[src/rtl/pc_gen.sv]
// Instruction-fetch PC generator: sequential fetch with stall/grant hold, branch and flush redirects.
// Optional PC_MISALIGN_CHECK_EN enables a sticky misaligned-redirect flag on misalign_o.
module pc_gen #(
  parameter int unsigned          ADDR_W     = 32,
  parameter logic [ADDR_W-1:0]    RESET_VEC  = '0,
  parameter int unsigned          INST_BYTES = 4
) (
  input  logic              clk,
  input  logic              rst,
  input  logic              stall_i,
  input  logic              imem_gnt_i,
  input  logic              branch_flag_i,
  input  logic [ADDR_W-1:0] branch_target_i,
  input  logic              flush_i,
  input  logic [ADDR_W-1:0] flush_addr_i,
  output logic [ADDR_W-1:0] pc_o,
  output logic              ce_o,
  output logic              redirect_pend_o,
  output logic              misalign_o
);

  typedef enum logic {IDLE = 1'b0, RUN = 1'b1} state_e;

  state_e            state_q, state_d;
  logic [ADDR_W-1:0] pc_q, pc_d;
  logic [ADDR_W-1:0] pend_addr_q, pend_addr_d;
  logic              pend_q, pend_d;
  logic              ce_q, ce_d;
  logic              adv;

  assign adv = ~stall_i & imem_gnt_i;

  always_ff @(posedge clk) begin
    if (rst) begin
      state_q     <= IDLE;
      pc_q        <= RESET_VEC;
      pend_addr_q <= '0;
      pend_q      <= 1'b0;
      ce_q        <= 1'b0;
    end else begin
      state_q     <= state_d;
      pc_q        <= pc_d;
      pend_addr_q <= pend_addr_d;
      pend_q      <= pend_d;
      ce_q        <= ce_d;
    end
  end

  // Redirect priority: flush, accepted branch, held branch capture, pending replay, sequential.
  always_comb begin
    state_d     = state_q;
    pc_d        = pc_q;
    pend_addr_d = pend_addr_q;
    pend_d      = pend_q;
    ce_d        = ce_q;
    case (state_q)
      IDLE: begin
        state_d = RUN;
        ce_d    = 1'b1;
      end
      RUN: begin
        if (flush_i) begin
          pc_d   = flush_addr_i;
          pend_d = 1'b0;
        end else if (branch_flag_i && adv) begin
          pc_d   = branch_target_i;
          pend_d = 1'b0;
        end else if (branch_flag_i) begin
          pend_addr_d = branch_target_i;
          pend_d      = 1'b1;
        end else if (pend_q && adv) begin
          pc_d   = pend_addr_q;
          pend_d = 1'b0;
        end else if (adv) begin
          pc_d = pc_q + ADDR_W'(INST_BYTES);
        end
      end
      default: begin
        state_d = IDLE;
        ce_d    = 1'b0;
      end
    endcase
  end

`ifdef PC_MISALIGN_CHECK_EN
  logic mis_q, mis_d;

  function automatic logic is_misaligned(input logic [ADDR_W-1:0] a);
    return (a % ADDR_W'(INST_BYTES)) != '0;
  endfunction

  // A flush restarts the sticky flag from its own target; other redirects only accumulate.
  always_comb begin
    mis_d = mis_q;
    if (state_q == RUN) begin
      if (flush_i)
        mis_d = is_misaligned(flush_addr_i);
      else if (branch_flag_i && adv)
        mis_d = mis_q | is_misaligned(branch_target_i);
      else if (!branch_flag_i && pend_q && adv)
        mis_d = mis_q | is_misaligned(pend_addr_q);
    end
  end

  always_ff @(posedge clk) begin
    if (rst) mis_q <= 1'b0;
    else     mis_q <= mis_d;
  end

  assign misalign_o = mis_q;
`else
  assign misalign_o = 1'b0;
`endif

  assign pc_o            = pc_q;
  assign ce_o            = ce_q;
  assign redirect_pend_o = pend_q;

endmodule

[config.mk]
export PLATFORM = sky130hd
export DESIGN_NAME = pc_gen
export DESIGN_NICKNAME = d
export VERILOG_FILES = /design/src/rtl/pc_gen.sv
export SDC_FILE = /design/constraint.sdc
export NUM_CORES = 1
export LEC_CHECK = 0
export BUFFER_PORTS_ARGS = -buffer_cell sky130_fd_sc_hd__buf_4
export CORE_MARGIN = 2
export CORE_UTILIZATION = 53
export CTS_CLUSTER_SIZE = 20
export DETAILED_ROUTE_END_ITERATION = 10
export GPL_TIMING_DRIVEN = 0
export HOLD_SLACK_MARGIN = 0.06
export MAX_ROUTING_LAYER = met4
export PLACE_DENSITY = 0.87
export SLEW_MARGIN = 20
export SYNTH_ARGS = -nofsm -noshare
export SYNTH_HDL_FRONTEND = slang
export SYNTH_SLANG_ARGS = --single-unit
[constraint.sdc]
create_clock -name clk -period 2.4 [get_ports clk]
set_input_delay 0.24 -clock clk [delete_from_list [all_inputs] [get_ports clk]]
set_output_delay 0.24 -clock clk [all_outputs]
set_load 0.01 [all_outputs]
======== Word level (Yosys, flattened, before mapping) ========
Cells that the tools add are included.
storage, ports and cells
  register bits ........................... 67
  output and inout port bits .............. 35
operators by class
  $add $sub $neg .......................... 1
  equal/unequal tests ..................... 1
  multiplexer cells ....................... 10
  reductions and logical operators ........ 7
  bitwise logic cells ..................... 4
operators with widths
  cell                     number
  $mux W32                 5
  $add A32 B3 Y32 const B  1
  $reduce_bool A4 Y1       2
  $mux W1                  5
  $reduce_and A4 Y1        1
  $ne A3 B1 Y1 const B     1
  $not A1 Y1               3
  $reduce_and A3 Y1        1
  $logic_and A1 B1 Y1      2
  $reduce_and A2 Y1        1
  $and A1 B1 Y1            1

======== Logic depth before layout (Yosys ltp) ========
  depth after elaboration ................. 7
  mapped depth ............................ 7
  gate-level depth less buffers ........... 6

======== Least setup slack after synthesis ========
No wires, ideal clock.
  path kind ............................... register to register
  from .................................... register pc_q[2], in the netlist pc_o[2]
  to ...................................... register pc_q[28], in the netlist pc_o[28]
  buffers on the path ..................... 0
  path slack .............................. 0.303 ns
  data required time ...................... 2.321 ns
  data arrival time ....................... 2.018 ns
  cell stages (with the launch flop) ...... 7
  cell sequence ........................... dfxtp_1 -> ha_1 -> nand4_4 -> nor4_4 -> nand4_2 -> or4_1 -> o211ai_1
on the way
  longest elaborated chain between the ends .. 6
RTL lines
  item                    RTL line  RTL
  from (decl)             25        logic [ADDR_W-1:0] pc_q, pc_d;
  from (signal assigned)  42        pc_q <= pc_d;
  $add A32 B3 Y32         75        pc_d = pc_q + ADDR_W'(INST_BYTES);
  $mux W32                74        end else if (adv) begin
  $mux W32                71        end else if (pend_q && adv) begin
  $mux W32                68        end else if (branch_flag_i) begin
  $mux W32                65        end else if (branch_flag_i && adv) begin
  $mux W32                62        if (flush_i) begin
Every way passes these cells. The select of a mux whose other input is x is not followed.
A chain may end at the register's enable or synchronous reset.

======== Worst setup path in the final report ========
Same ends and word-level chain as after synthesis.

==> impl_metrics.py <==
metrics = {
    "grt": {
        "grt.total_usage_pct": 38.0,
        "grt_max_degree": 14,
        "antenna_found_initial": 0,
        "grt_overflow_total": 0,
        "grt_pass1_wl_mm": 23.6,
        "grt_pass1_vias": 4307,
    },
    "floorplan": {
        "coreArea_um2": 7210,
        "rows": 31,
        "ios": 105,
        "initial_utilization_pct": 54.7,
        "die_w_um": 90.3,
        "die_area_um2": 8150,
        "die_h_um": 90.3,
    },
    "cts": {
        "clk_latency_ns": 0.37,
        "cts_root_buf": "clkbuf_8",
        "ctsHoldBuffers": 0,
        "cts_max_path_buffers": 2,
        "cts_buffers": 9,
        "htreeDepth": 3,
        "cts.sinks": 67,
        "clk_pin_slew_ns": 0.09,
        "cts_tree": "built",
    },
    "worst_setup_path": {
        "cp_max_fo": 6,
        "crit_arrival_ns": 2.56,
        "cp.required_ns": 2.68,
        "crit_chain": "ha_1 > nand4_4 > nor4_4 > nand4_2 > or4_1 > o211ai_1",
        "cp_slowest_stage_delay_ns": 0.54,
        "critPathCaptureType": "register",
        "critPathSlowestCell": "or4_1",
        "critical_path_class": "reg -> reg",
        "cp-start-kind": "register",
    },
    "route": {
        "vias": 4779,
        "drtPass1Iterations": 6,
        "wire_per_inst_um": 20.9,
        "drt_iter0_drc": 570,
        "ant_nets": 0,
        "drc_errors": 0,
        "totalWireLength_mm": 15.5,
        "drt-vias-per-instance": 6.46,
    },
    "outcome": {
        "status": "completed",
    },
    "min_path": {
        "holdCritPathClass": "in -> reg",
    },
    "yosys": {
        "synthCells": 522,
        "synth-main-ff-cell": "dfxtp_1",
        "ys_seq_area_share_pct": 34.0,
        "ys.warnings.count": 0,
        "ys_seq_elements": 67,
        "ys_types": 69,
        "synth_top_family_by_area": "simple AND/OR/NAND/NOR gates",
        "synth_edf_count": 0,
        "yosys.area_share.simple_pct": 29.5,
        "muxShareOfSynthArea_pct": 0.507,
        "syn_area_um2": 3950,
        "synth-adder-area-share_pct": 0.317,
        "synthXorXnorAreaFrac_pct": 2.66,
        "avgSynthCellArea_um2": 7.56,
        "synth-compound-area-share_pct": 28.3,
        "synthArstFlopShare_pct": 0,
        "syn-num-nets": 593,
    },
    "placed_design": {
        "port_buffers": 103,
        "gp_congestion": 0.986,
        "dpl.hpwl_mm": 11.6,
        "place_inst": 724,
    },
    "sta": {
        "holdWs_ns": 0.115,
        "skew_ns": 0.0144,
        "hold_viol": 0,
        "setup_viol": 0,
        "max_freq_mhz": 440,
        "post-route-period-util_pct": 94.8,
        "relSlewSlack_pct": 27.1,
        "slew_viol_final": 0,
        "tightest_slew_ns": 1.09,
        "post-route-min-period_ns": 2.28,
        "rsz0062_at_grt": "false",
    },
    "power": {
        "leakage_nw": 1.95,
        "powerDensity_nw_per_um2": 550,
        "vdd_drop_max_uv": 372,
        "finalPower_w": 0.00278,
    },
    "cells_and_area": {
        "num-fill-cells": 624,
        "drive_gt1_share_pct": 21.5,
        "stdcell_count": 740,
        "num_antenna_cells": 0,
        "fin_nets": 707,
        "syn_to_final_growth_pct": 28.0,
    },
    "job": {
        "maxCapViolCount": 0,
    },
}
-- synth_stat cells, types with 7 or more instances --
| cell | instances | area (um^2) |
|---|---|---|
| nand2_1 | 92 | 345 |
| dfxtp_1 | 67 | 1340 |
| a21oi_1 | 55 | 275 |
| clkbuf_1 | 30 | 113 |
| nor2_1 | 27 | 101 |
| o21ai_0 | 22 | 110 |
| nand3_1 | 17 | 85.1 |
| a221oi_1 | 14 | 123 |
| nor3_1 | 12 | 60.1 |
| and3_1 | 11 | 68.8 |
| nand4_1 | 11 | 68.8 |
| a211oi_1 | 10 | 75.1 |
| inv_1 | 10 | 37.5 |
| nand2b_1 | 10 | 62.6 |
| o22ai_1 | 9 | 56.3 |
| xnor2_1 | 8 | 70.1 |
| and2_1 | 7 | 43.8 |
-- registers in the layout, indices dropped and copies added, names as in the netlist --
signal           count
ce_o                 1
state_q              1
pc_o                32
pend_addr_q         32
redirect_pend_o      1
-- cell type report --
type,instances,area (um^2),share of cell area [%]
clock inverters,7,76.3,1.51
flip-flops and latches,67,1340,26.6
well taps,99,124,2.45
inverters,10,37.5,0.743
repair buffers,103,773,15.3
multi-input cells,408,2430,48.1
plain buffers,37,145,2.87
clock buffers,9,124,2.45
-- layer usage --
layer | GRT usage [%] | share of wire [%] | up-vias
met3 | 8.43 | 11 | 42
met5 | - | 0 | -
met1 | 51.0 | 41 | 2236
met2 | 57.0 | 46 | 332
met4 | 12.9 | 2.5 | 0
li1 | - | - | 2169
-- cells by family after synthesis --
family          count (synthesis)
compound gates                167
xor+xnor                       12
fa+ha+maj                       1
buf+inv                        47
flops                          67
mux                             2
other cells                     1
simple gates                  225
-- timing repair --
item                                    4_1_cts  5_1_grt
gates resized for setup                       0        1
setup buffers                                 0        0
endpoints found under the setup margin        0        4
-- cells in the final DEF, fill, tap and decap left out, types with 5 or more instances in the layout --
master	n
a22oi_1	5
o22ai_1	9
or3_1	5
nand3_1	17
a21oi_1	55
a221oi_1	14
nor2b_1	5
o21ai_0	22
nor4_1	5
nand4_1	11
nor2_1	27
and3_1	11
o221ai_1	6
dfxtp_1	67
buf_4	104
clkbuf_1	30
xnor2_1	8
clkbuf_8	9
a211oi_1	10
nor3_1	12
nand2b_1	10
nand2_1	92
inv_1	10
and2_1	7
-- worst paths after layout --
path,startpoint,to,slack (ns),cells past startpoint
setup / recovery,pc_o[2],pc_o[28],0.12,6
setup reg to reg,pc_o[2],pc_o[28],0.12,6
hold reg to reg,ce_o,ce_o,0.46,2
hold / removal,branch_target_i[31],pend_addr_q[31],0.12,3
-- where the power goes --
group          internal [W]  switching, W  total, W
combinational      0.000240      0.000294  0.000534
sequential          0.00117     0.0000741   0.00124
clock              0.000487      0.000518   0.00100
-- critical path, delay by kind of cell, from the launching register on --
family,cells,cell delay (ns)
DFF,1,0.46
adders and majority gates,1,0.29
AOI/OAI and AO/OA,1,0.12
and+or+nand+nor,4,1.31
-- through the flow --
step | util (%) | cell area, um^2 | setup TNS, ns | setup WS (ns)
floorplan | - | 3950 | 0 | 0.303
global placement | 67.1 | 4840 | -0.104 | -0.0590
detailed placement | 67.1 | 4840 | -0.0399 | -0.0262
CTS | 69.9 | 5040 | 0 | 0.0545
global route | 70.0 | 5050 | 0 | 0.0377
finish | 70.0 | 5050 | 0 | 0.125
Power figures use the tool's default switching activity.
